<file path="config.mk">
export PLATFORM = sky130hd
export DESIGN_NAME = latch_wr_arbiter
export DESIGN_NICKNAME = d
export VERILOG_FILES = /design/src/rtl/latch_pkg.sv /design/src/rtl/rr_pick4.sv /design/src/rtl/latch_wr_arbiter.sv
export SDC_FILE = /design/constraint.sdc
export NUM_CORES = 1
export LEC_CHECK = 0
export BUFFER_PORTS_ARGS = -buffer_cell sky130_fd_sc_hd__buf_4
export CORE_UTILIZATION = 35
export DETAILED_ROUTE_END_ITERATION = 10
export GPL_TIMING_DRIVEN = 1
export SLEW_MARGIN = 20
export SYNTH_ARGS = -nofsm -noshare
export SYNTH_HDL_FRONTEND = slang
export SYNTH_SLANG_ARGS = --single-unit
</file>
<file path="constraint.sdc">
create_clock -name clk -period 2.2 [get_ports clk]
set_clock_uncertainty 0.2 [all_clocks]
set_input_delay 0.44 -clock clk [delete_from_list [all_inputs] [get_ports clk]]
set_output_delay 0.44 -clock clk [all_outputs]
set_load 0.01 [all_outputs]
</file>
<file path="src/rtl/latch_pkg.sv">
// Shared definitions for the latch-bank write arbiter: FSM encoding, bank depth
// and the one-hot decode used for both latch enables and acknowledges.
package latch_pkg;

  localparam int NLAT = 4;

  typedef enum logic [1:0] {
    IDLE   = 2'd0,
    SETUP  = 2'd1,
    ENABLE = 2'd2,
    HOLD   = 2'd3
  } state_t;

  function automatic logic [NLAT-1:0] onehot(input logic [1:0] idx);
    logic [NLAT-1:0] v;
    v      = '0;
    v[idx] = 1'b1;
    return v;
  endfunction

endpackage

</file>
<file path="src/rtl/rr_pick4.sv">
// Round-robin selector: returns the first requester at or after ptr_i,
// wrapping modulo 4.
module rr_pick4
  import latch_pkg::*;
(
  input  logic [NLAT-1:0] req_i,
  input  logic [1:0]      ptr_i,
  output logic            valid_o,
  output logic [1:0]      idx_o
);

  logic [1:0] cand;

  // Scan from the farthest offset down so the closest hit to ptr_i wins.
  always_comb begin
    valid_o = 1'b0;
    idx_o   = '0;
    cand    = '0;
    for (int k = NLAT - 1; k >= 0; k--) begin
      cand = ptr_i + 2'(k);
      if (req_i[cand]) begin
        valid_o = 1'b1;
        idx_o   = cand;
      end
    end
  end

endmodule

</file>
<file path="src/rtl/latch_wr_arbiter.sv">
// Arbitrates four requesters onto a 4-entry latch bank with a safe
// setup / enable / hold write sequence and a registered one-cycle ack.
module latch_wr_arbiter
  import latch_pkg::*;
#(
  parameter int W = 8
) (
  input  logic              clk,
  input  logic              rst_n,
  input  logic [NLAT-1:0]   req,
  input  logic [NLAT*W-1:0] din,
  input  logic [2*NLAT-1:0] addr,
  output logic [W-1:0]      d,
  output logic [NLAT-1:0]   e,
  output logic [NLAT-1:0]   ack,
  output logic              busy,
  output logic [1:0]        gnt_id
);

  state_t          state_q, state_d;
  logic [W-1:0]    d_q, d_d;
  logic [NLAT-1:0] e_q, e_d;
  logic [NLAT-1:0] ack_q, ack_d;
  logic [1:0]      gnt_q, gnt_d;
  logic [1:0]      idx_q, idx_d;
  logic [1:0]      ptr_q, ptr_d;

  logic            pick_vld;
  logic [1:0]      pick_idx;

  rr_pick4 u_pick (
    .req_i   (req),
    .ptr_i   (ptr_q),
    .valid_o (pick_vld),
    .idx_o   (pick_idx)
  );

  // Outputs are registered, so e/ack are computed for the state being entered.
  always_comb begin
    state_d = state_q;
    d_d     = d_q;
    gnt_d   = gnt_q;
    idx_d   = idx_q;
    ptr_d   = ptr_q;
    e_d     = '0;
    ack_d   = '0;
    case (state_q)
      IDLE: begin
        if (pick_vld) begin
          state_d = SETUP;
          d_d     = din[int'(pick_idx)*W +: W];
          idx_d   = addr[int'(pick_idx)*2 +: 2];
          gnt_d   = pick_idx;
          ptr_d   = pick_idx + 2'd1;
        end
      end
      SETUP: begin
        state_d = ENABLE;
        e_d     = onehot(idx_q);
      end
      ENABLE: begin
        state_d = HOLD;
        ack_d   = onehot(gnt_q);
      end
      HOLD: begin
        state_d = IDLE;
      end
      default: begin
        state_d = IDLE;
      end
    endcase
  end

  always_ff @(posedge clk or negedge rst_n) begin
    if (!rst_n) begin
      state_q <= IDLE;
      d_q     <= '0;
      e_q     <= '0;
      ack_q   <= '0;
      gnt_q   <= '0;
      idx_q   <= '0;
      ptr_q   <= '0;
    end else begin
      state_q <= state_d;
      d_q     <= d_d;
      e_q     <= e_d;
      ack_q   <= ack_d;
      gnt_q   <= gnt_d;
      idx_q   <= idx_d;
      ptr_q   <= ptr_d;
    end
  end

  assign d      = d_q;
  assign e      = e_q;
  assign ack    = ack_q;
  assign gnt_id = gnt_q;
  assign busy   = (state_q != IDLE);

endmodule

</file>
==> results_dict.tcl <==
set metrics [dict create \
    vdd_drop_max_uv 481.2 \
    syn_avg_cell_area_um2 10.57 \
    dieArea_um2 3996 \
    layout_common_cells "buf_4, dfrtp_1, mux2i_1, nand2_1, nor2_1" \
    hold_class "primary input to register" \
    cts_tree "done" \
    synth_edf_count 0 \
    grt_use_total_pct 17.91 \
    r2r_cells 6 \
    insertion_delay_ns 0.27 \
    syn_area_um2 1311 \
    grt_max_degree 25 \
    clockRootBuffer "clkbuf_8" \
    layout-drive-gt1-share_pct 41.03 \
    synth-main-ff-cell "dfrtp_1" \
    fin_tns_setup_ns 0 \
    ys_ff_latch 24 \
    drt-pass1-iter-count 4 \
    drtIter0Drc 68 \
    cts_buffer_depth 2 \
    startpoint_type "register" \
    finalSetupViolations 0 \
    clk_pin_slew_worst_paths_ns 0.09 \
    critPathRequiredTime_ns 2.18 \
    rows 21 \
    slew_viol_final 0 \
    rsz0062_at_grt "false" \
    die_w_um 63.21 \
    final_hold_viol_count 0 \
    cts-htree-levels 1 \
    diodes 0 \
    worst_ep_arrival_time_ns 1.95 \
    slew_headroom_pct 64.37 \
    synth_cells 124 \
    layout-area-overhead-vs-synth_pct 49.71 \
    syn_nets 174 \
    worst-path-max-fanout 16 \
    dpl.hpwl_um 2511 \
    rrSetupSlack_ns 0.23 \
    grt_pass1_wl_um 5547 \
    fmax_ghz 0.5073 \
    fin_crit_sh_pct 89.60 \
    setup.worst_path.end_class "register" \
    grt_pass1_vias 1216 \
    synth_warnings 0 \
    cap_violations 0 \
    min_path_cells 3 \
    drc 0 \
    core_um2 3468 \
    p_per_area_nw_per_um2 1207 \
    dp.cells 236 \
    initial_core_util_pct 37.81 \
    final_common_cell "buf_4" \
    synthArstFlopShare_pct 100.0 \
    ys_seq_area_share_pct 45.80 \
    placement.io_buffers 64 \
    gp_congestion 0.7953 \
    worstMarginPinSlew_ns 0.5344 \
    status "complete, no violations" \
    post_dp_cell_area_um2 1873 \
    numCtsBuffers 3 \
    stdcell_count 241 \
    post_cts_buffers 0 \
    p_leak_nw 1.012 \
    via_count 1219 \
    finish.instance_area_um2 1963 \
    drt_wl_total_um 3265 \
    cts.sinks 24 \
    die_h_um 63.21 \
    ios 65 \
    finalNetCount 246 \
    antenna_found_initial 0 \
    synth.distinct_cells 29 \
    wl_per_cell_um 13.55 \
    period_minus_slack_ns 1.971 \
    grt_overflow 0 \
    ant_nets 0 \
    worst-setup-path-type "register to register" \
    vias_per_cell 5.058 \
]
final timing paths:
path / start / to
min: din[9] / d[1]$_DFFE_PN0P_
max: ptr_q[1]$_DFFE_PN0P_ / d[4]$_DFFE_PN0P_
min in group asynchronous: rst_n / e[0]$_DFF_PN0_
max reg2reg: ptr_q[1]$_DFFE_PN0P_ / d[4]$_DFFE_PN0P_
min reg2reg: idx_q[1]$_DFFE_PN0P_ / e[0]$_DFF_PN0_
max in group asynchronous: rst_n / ack[1]$_DFF_PN0_
synth_stat cells, drive strengths merged (3+ instances only):
library cell | count | share of area (%)
a21boi | 5 | 2.9
mux2i | 15 | 11
buf | 3 | 2.6
ha | 4 | 3.8
nand2 | 12 | 3.4
inv | 6 | 1.7
o221ai | 5 | 3.3
a211oi | 10 | 7.3
a21oi | 3 | 1.1
nor2 | 11 | 3.1
o21ai | 5 | 1.9
dfrtp | 24 | 46
where the power goes:
part           total [mW]  internal [mW]  switching, mW
registers           0.747          0.625          0.121
clock network       0.391          0.243          0.147
logic                1.23          0.623          0.610
timing repair:
| action | 4_1_cts | 5_1_grt |
|---|---|---|
| endpoints found under the setup margin | 0 | 1 |
| gates resized for setup | 0 | 1 |
| hold endpoints to repair | 24 | 0 |
| hold buffers | 1 | 0 |
area by class of cell:
cell class                      count  area (µm²)
Fill cell                         327        1505
Multi-Input combinational cell     89       655.6
Sequential cell                    24       600.6
Timing Repair Buffer               72       555.5
Tap cell                           46       57.56
Clock buffer                        3       41.29
Clock inverter                      1       30.03
Inverter                            6       22.52
worst max-delay path, cell delays in order (launching register included):
cell	delay (ns)
dfrtp_1	0.44
o21bai_1	0.18
a221o_1	0.29
and2_1	0.16
buf_4	0.22
mux2i_1	0.15
a211oi_1	0.24
logic make-up after synthesis:
family | Yosys count | share of synthesized area (%)
AOI/OAI and AO/OA | 33 | 20.13
xor gates and xnor gates | 1 | 0.6681
adders and majority gates | 4 | 3.817
buffers and inverters | 11 | 4.866
DFF | 24 | 45.80
muxes | 15 | 11.45
and+or+nand+nor | 36 | 13.26
layer usage:
| layer | GRT usage, % | vias up | share of wire (%) |
|---|---|---|---|
| met1 | 22.81 | 586 | 42 |
| met5 | 0 | - | 0 |
| met3 | 3.261 | 4 | 5.2 |
| met4 | 7.670 | 0 | 1.4 |
| met2 | 29.57 | 38 | 51 |
| li1 | - | 591 | - |
stage by stage:
| step | power (mW) | setup slack [ns] | hold WS, ns | util [%] |
|---|---|---|---|---|
| finish | 2.370 | 0.2287 | 0.2814 | 56.60 |
| global route | 2.552 | 0.09478 | 0.2850 | 56.60 |
| floorplan | 1.493 | 0.3231 | -0.05559 | - |
| global placement | 1.953 | 0.04166 | 0.1603 | 54.00 |
| CTS | 2.385 | 0.1365 | 0.2814 | 56.35 |
| detailed placement | 1.988 | 0.001384 | 0.1569 | 54.00 |
registers in the layout, indices dropped and copies added (netlist names):
| name | count |
|---|---|
| state_q | 2 |
| ack | 4 |
| e | 4 |
| ptr_q | 2 |
| d | 8 |
| idx_q | 2 |
| gnt_id | 2 |
No activity file was read; power rests on OpenSTA's default activity.
